### config.mk
export PLATFORM = sky130hd
export DESIGN_NAME = quad_phase_ctrl
export DESIGN_NICKNAME = d
export VERILOG_FILES = /design/src/rtl/quad_phase_pkg.sv /design/src/rtl/phase_accum.sv /design/src/rtl/quad_phase_ctrl.sv
export SDC_FILE = /design/constraint.sdc
export NUM_CORES = 1
export LEC_CHECK = 0
export CORE_ASPECT_RATIO = 1.4
export CORE_MARGIN = 8
export CORE_UTILIZATION = 35
export CTS_CLUSTER_SIZE = 20
export DETAILED_ROUTE_END_ITERATION = 6
export HOLD_SLACK_MARGIN = 0.06
export PLACE_DENSITY = 0.59
export SETUP_SLACK_MARGIN = 0.5
export SYNTH_ARGS = -nofsm -noshare
export SYNTH_HDL_FRONTEND = slang
export SYNTH_SLANG_ARGS = --single-unit
export TNS_END_PERCENT = 100
### constraint.sdc
create_clock -name clk_star -period 6.4 [get_ports clk_star]
set_input_delay 1.28 -clock clk_star [delete_from_list [all_inputs] [get_ports clk_star]]
set_output_delay 1.28 -clock clk_star [all_outputs]
set_load 0.05 [all_outputs]
### src/rtl/quad_phase_pkg.sv
// Shared quadrant encoding and step/decode helpers for the quadrant phase controller.
package quad_phase_pkg;

    localparam logic [1:0] QA = 2'd0;
    localparam logic [1:0] QB = 2'd1;
    localparam logic [1:0] QC = 2'd2;
    localparam logic [1:0] QD = 2'd3;

    typedef enum logic [1:0] {
        QuadA = QA,
        QuadB = QB,
        QuadC = QC,
        QuadD = QD
    } quad_e;

    // {sign_bit, phase_pos} for each quadrant.
    function automatic logic [1:0] quad_decode(input quad_e q);
        case (q)
            QuadA:   return 2'b00;
            QuadB:   return 2'b01;
            QuadC:   return 2'b10;
            QuadD:   return 2'b11;
            default: return 2'b00;
        endcase
    endfunction

    function automatic quad_e quad_fwd(input quad_e q);
        case (q)
            QuadA:   return QuadB;
            QuadB:   return QuadC;
            QuadC:   return QuadD;
            QuadD:   return QuadA;
            default: return QuadA;
        endcase
    endfunction

    function automatic quad_e quad_rev(input quad_e q);
        case (q)
            QuadA:   return QuadD;
            QuadB:   return QuadA;
            QuadC:   return QuadB;
            QuadD:   return QuadC;
            default: return QuadA;
        endcase
    endfunction

endpackage

### src/rtl/phase_accum.sv
// Phase accumulator: adds or subtracts the tuning word each enabled cycle and
// flags the carry (forward) or borrow (reverse) produced by that update.
module phase_accum #(
    parameter int unsigned ACC_W = 16
) (
    input  logic             clk_star,
    input  logic             reset,
    input  logic             en,
    input  logic             sync_clr,
    input  logic             dir,
    input  logic [ACC_W-1:0] ftw,
    output logic [ACC_W-1:0] acc,
    output logic             step
);

    logic [ACC_W-1:0] acc_q;
    logic [ACC_W:0]   acc_d;

    // The extra top bit is the carry on add and the borrow on subtract.
    always_comb begin
        acc_d = '0;
        if (dir) begin
            acc_d = {1'b0, acc_q} - {1'b0, ftw};
        end else begin
            acc_d = {1'b0, acc_q} + {1'b0, ftw};
        end
    end

    assign step = en & acc_d[ACC_W];
    assign acc  = acc_q;

    always_ff @(posedge clk_star) begin
        if (reset || sync_clr) begin
            acc_q <= '0;
        end else if (en) begin
            acc_q <= acc_d[ACC_W-1:0];
        end
    end

endmodule

### src/rtl/quad_phase_ctrl.sv
// Quadrant phase controller: accumulator-driven quadrant FSM producing sign/mirror
// controls, the mirrored quarter-wave ROM address and a once-per-period tick.
module quad_phase_ctrl
    import quad_phase_pkg::*;
#(
    parameter int unsigned ADDR_W = 8,
    parameter int unsigned FRAC_W = 8
) (
    input  logic                     clk_star,
    input  logic                     reset,
    input  logic                     en,
    input  logic [ADDR_W+FRAC_W-1:0] ftw,
    input  logic                     dir,
    input  logic                     sync_clr,
    output logic                     sign_bit,
    output logic                     phase_pos,
    output logic [1:0]               quad,
    output logic [ADDR_W-1:0]        rom_addr,
    output logic                     period_tick
);

    localparam int unsigned ACC_W = ADDR_W + FRAC_W;

    logic [ACC_W-1:0] acc;
    logic             step;
    quad_e            pstate_q;
    logic             tick_q;

    phase_accum #(
        .ACC_W(ACC_W)
    ) u_phase_accum (
        .clk_star(clk_star),
        .reset   (reset),
        .en      (en),
        .sync_clr(sync_clr),
        .dir     (dir),
        .ftw     (ftw),
        .acc     (acc),
        .step    (step)
    );

    // Clearing on the same edge as a wrapping step swallows that step's tick.
    always_ff @(posedge clk_star) begin
        if (reset || sync_clr) begin
            pstate_q <= QuadA;
            tick_q   <= 1'b0;
        end else if (step) begin
            if (dir) begin
                pstate_q <= quad_rev(pstate_q);
                tick_q   <= (pstate_q == QuadA);
            end else begin
                pstate_q <= quad_fwd(pstate_q);
                tick_q   <= (pstate_q == QuadD);
            end
        end else begin
            tick_q <= 1'b0;
        end
    end

    assign {sign_bit, phase_pos} = quad_decode(pstate_q);
    assign quad                  = pstate_q;
    assign period_tick           = tick_q;
    assign rom_addr              = acc[ACC_W-1 -: ADDR_W] ^ {ADDR_W{phase_pos}};

endmodule

==> flow_results.org <==
** Route
- In the routed layout, each cell is associated on average with a via count of 5.59.
- The final layout contains routed wiring with a total length of 5730 µm.
- After detailed routing, the number of remaining DRC violations is 0.
- DRC marker count from the first detailed-route iteration :: 78
- Routed WL per cell :: 15.5 µm
- Count of antenna-violating nets left after detailed routing :: 0
- Across all layers, the routed design uses 2063 vias.
- The pre-antenna-repair detailed-routing pass consisted of 4 iterations.

** Clock tree
- Root buf cell :: clkbuf_8
- Clock latency of the later-clocked register in the worst-skew pair :: 0.26 ns
- H-tree depth :: 1
- Post-CTS setup buffer count :: 0
- Post-CTS Resized :: 0
- CTS Hold Bufs :: 0
- TritonCTS built the clock tree.
- Counting along the longest clock path gives a buffer depth of 2.
- Post-CTS clock slew at the launch and capture registers of the worst setup and hold paths :: 0.09 ns
- The clock net in this run drives a total of 19 sinks.
- In this run, CTS created clock tree buffers numbering 3.

** Power
- The analysis attributes to cell leakage a power of 1.11 nW.
- Across the VDD grid, the largest voltage drop is 99.3 µV.
- Sequential power share :: 30.9%
- Switching fraction of total power :: 41.2%
- The internal power of the cells totals 0.000253 W.
- For this design the total switching power over the nets is 0.000177 W.
- Gate power share :: 48.2%
- In this run the power density over the cells is 168 nW/µm².
- The clock network is responsible for 20.9% of the overall power.

** Finish
- Relative to the synthesized area, the layout overhead comes to 18.3%.
- In the final design database the tool counted 341 nets.
- Final std cell area, no fill :: 2560 µm²
- Layout cells sized above 1 :: 6.40%
- Leaving out fill and tap cells, the most frequent cell in the layout is nor2_1.
- After filler insertion, the fill cell instance count of the layout stands at 629.
- The number of antenna diodes in the final layout is 0.
- Leading cell types in the layout, fill and taps excluded :: 36 x nor2_1, 33 x clkdlybuf4s50_1, 21 x ha_1

** STA
- In the final timing run, aggregate negative setup slack is 0 ns.
- Period utilisation layout :: 68.1%
- The final count of hold timing violations was 0.
- For the pin with the worst max-slew slack, the measured transition is 1.01 ns.
- Max-slew headroom :: 32.7%
- Clock skew :: 0.00908 ns
- Setup slack on the critical path of the routed design comes to 2.04 ns.
- Timing would allow up to 229 MHz.
- Setup repair after global routing left no endpoint under its margin.
- The routed design could run at a clock period as short as 4.36 ns.
- Count of pins over their slew limit :: 0
- Setup violations remaining at the end of the flow were counted as 0.

** GRT
- Remaining global-route overflow :: 0
- The first global-routing pass estimated 9310 µm of wire.
- Vias in the first global route :: 1978
- Maximum number of pins on one net before global-route repair :: 24
- Antenna violations before repair :: 0
- Across every metal layer, demand over resource in global routing totals 12.9%.

** Placement
- Worst setup slack before clock tree synthesis :: 1.82 ns
- In this run the cell area measured after placement is 2510 µm².
- Buffers placed on the I/O ports in this run total 33.
- The congestion estimate from routability-driven global placement came to 0.883.
- Sum of net half-perimeters after detailed placement :: 4490 µm

** Critical path
- Counting both buffers and inverters, the worst setup path holds a total of 1.
- Crit-path max FO :: 19
- Broken down by cell family, the worst path's largest delay share belongs to compound AO/OA/AOI/OAI gates.
- Worst path required time :: 6.52 ns
- Nature of the critical path startpoint :: input pin
- For this design, the slowest cell found on the critical path is clkdlybuf4s50_1.
- STA classifies the critical path endpoint as a flop.
- For the worst setup path, the data arrival time is 4.48 ns.
- Walking the worst path, the cells encountered are clkdlybuf4s50_1 > a31oi_1 > o21bai_1 > xnor2_1 > ha_1 > a21oi_2 > o21ai_1 > a221oi_2 > a211oi_1 > nor4_1 > o31ai_1.
- For this run, the slowest stage of the critical path takes 0.77 ns.
- By startpoint and endpoint, the worst setup path is classified as in2reg.

** Synthesis
- Post-Synthesis Cell Area :: 2160 µm²
- Flop and latch count out of synthesis :: 19
- Among all flip-flop cells after synthesis, the most frequent one is dfxtp_1.
- In this run, distinct cell masters in the synthesized netlist total 50.
- Of the synthesized area, sequential elements account for 17.6%.
- In the synthesized netlist, the number of instances is 276.
- The number of nets handed over by synthesis was 319.
- Post-Syn Area per Cell :: 7.84 µm²
- After synthesis, the share of flip-flops with an asynchronous set or reset is 0%.
- Total of warnings raised by yosys :: 0
- Yosys mapped a number of flops with a built-in enable equal to 0.

** Floorplanning
- The die is 82.4 µm wide.
- The floorplan step defined a die boundary enclosing 8990 µm².
- Pin placement for this block handled 34 I/O pins.
- The initial utilization of the core area, before any placement, comes to 35.6%.
- Core box area :: 6080 µm²
- After floorplanning, the core was divided into 34 placement rows.
- From bottom edge to top edge, the die measures 109 µm.

** Hold path
- Worst hold path type :: reg2reg

** Status
- Run status :: completed

** Flow run
- The tool flagged a number of max-cap violations equal to 0.
==> logic make-up after synthesis <==
group                    synth area share [%]
XOR/XNOR                                 12.6
adder cells (fa/ha/maj)                  13.1
flip-flops                               17.6
AND/OR/NAND/NOR                          20.9
multiplexers                             5.09
buffers and inverters                    5.03
AO/OA/AOI/OAI                            25.8
==> synthesized netlist by cell type (all sizes together) (7+ instances only) <==
library cell / n / area (µm²)
a211oi: 11 / 92.6
a21o: 7 / 53.8
a21oi: 22 / 118
and4: 7 / 61.3
buf: 11 / 52.6
dfxtp: 19 / 380
ha: 21 / 263
inv: 9 / 33.8
mux2i: 11 / 110
nand2: 13 / 48.8
nand3: 7 / 40.0
nor2: 36 / 135
nor3: 7 / 46.3
o21ai: 11 / 58.8
xnor2: 15 / 131
xor2: 16 / 140
==> final timing paths <==
| path | from | endpoint | slack (ns) | depth (start not counted) |
|---|---|---|---|---|
| worst max-delay path | dir | quad[0]$_SDFFE_PP0P_ | 2.04 | 11 |
| worst min-delay path | u_phase_accum.acc[0]$_SDFFE_PP0P_ | u_phase_accum.acc[0]$_SDFFE_PP0P_ | 0.49 | 2 |
| worst max register to register | u_phase_accum.acc[0]$_SDFFE_PP0P_ | quad[1]$_SDFFE_PP0P_ | 4.13 | 10 |
| worst min register to register | u_phase_accum.acc[0]$_SDFFE_PP0P_ | u_phase_accum.acc[0]$_SDFFE_PP0P_ | 0.49 | 2 |
==> worst register-to-register path, cell delays in order (launching register included) <==
cell and delay (ns):
dfxtp_1 0.32, inv_1 0.05, ha_1 0.15, inv_1 0.05
fa_1 0.43, a211oi_2 0.23, o21ai_2 0.15, o211a_1 0.27
o21ai_1 0.24, a211oi_1 0.11, a211oi_1 0.20
==> state kept, by name (all words and copies together) (netlist names) <==
name,count
u_phase_accum.acc,16
period_tick,1
quad,2
==> power groups by stage <==
stage                     clock network (W)  registers (W)  logic, W
after floorplan                           0       0.000135  0.000151
after global routing              0.0000987       0.000134  0.000227
after CTS                         0.0000939       0.000133  0.000208
final                             0.0000900       0.000133  0.000208
after detailed placement                  0       0.000136  0.000207
after global placement                    0       0.000136  0.000206
==> routing by layer <==
layer / wire, µm / track usage (%) / vias to the layer above
met4: 191 / 5.29 / 0
met5: 0 / 0 / -
met1: 2340 / 15.2 / 937
met3: 263 / 1.73 / 16
li1: - / - / 1049
met2: 2930 / 22.4 / 61
==> final cells by class <==
cell class | instances | area [µm²] | share of cell area [%]
Timing Repair Buffer | 33 | 330 | 12.9
Clock buffer | 3 | 41.3 | 1.61
Tap cell | 72 | 90.1 | 3.52
Multi-Input combinational cell | 231 | 1670 | 65.4
Sequential cell | 19 | 380 | 14.9
Clock inverter | 1 | 5.00 | 0.196
Inverter | 10 | 37.5 | 1.47
==> stage by stage <==
| step | hold slack [ns] | cells | total power [W] | utilization (%) |
|---|---|---|---|---|
| after global routing | 0.517 | 369 | 0.000460 | 42.1 |
| after floorplan | 0.456 | 276 | 0.000286 | - |
| after global placement | 0.465 | 365 | 0.000342 | 41.3 |
| after detailed placement | 0.475 | 365 | 0.000343 | 41.3 |
| after CTS | 0.485 | 369 | 0.000435 | 42.1 |
| final | 0.486 | 369 | 0.000430 | 42.1 |
Note: power is estimated with default switching activity, not from simulation.
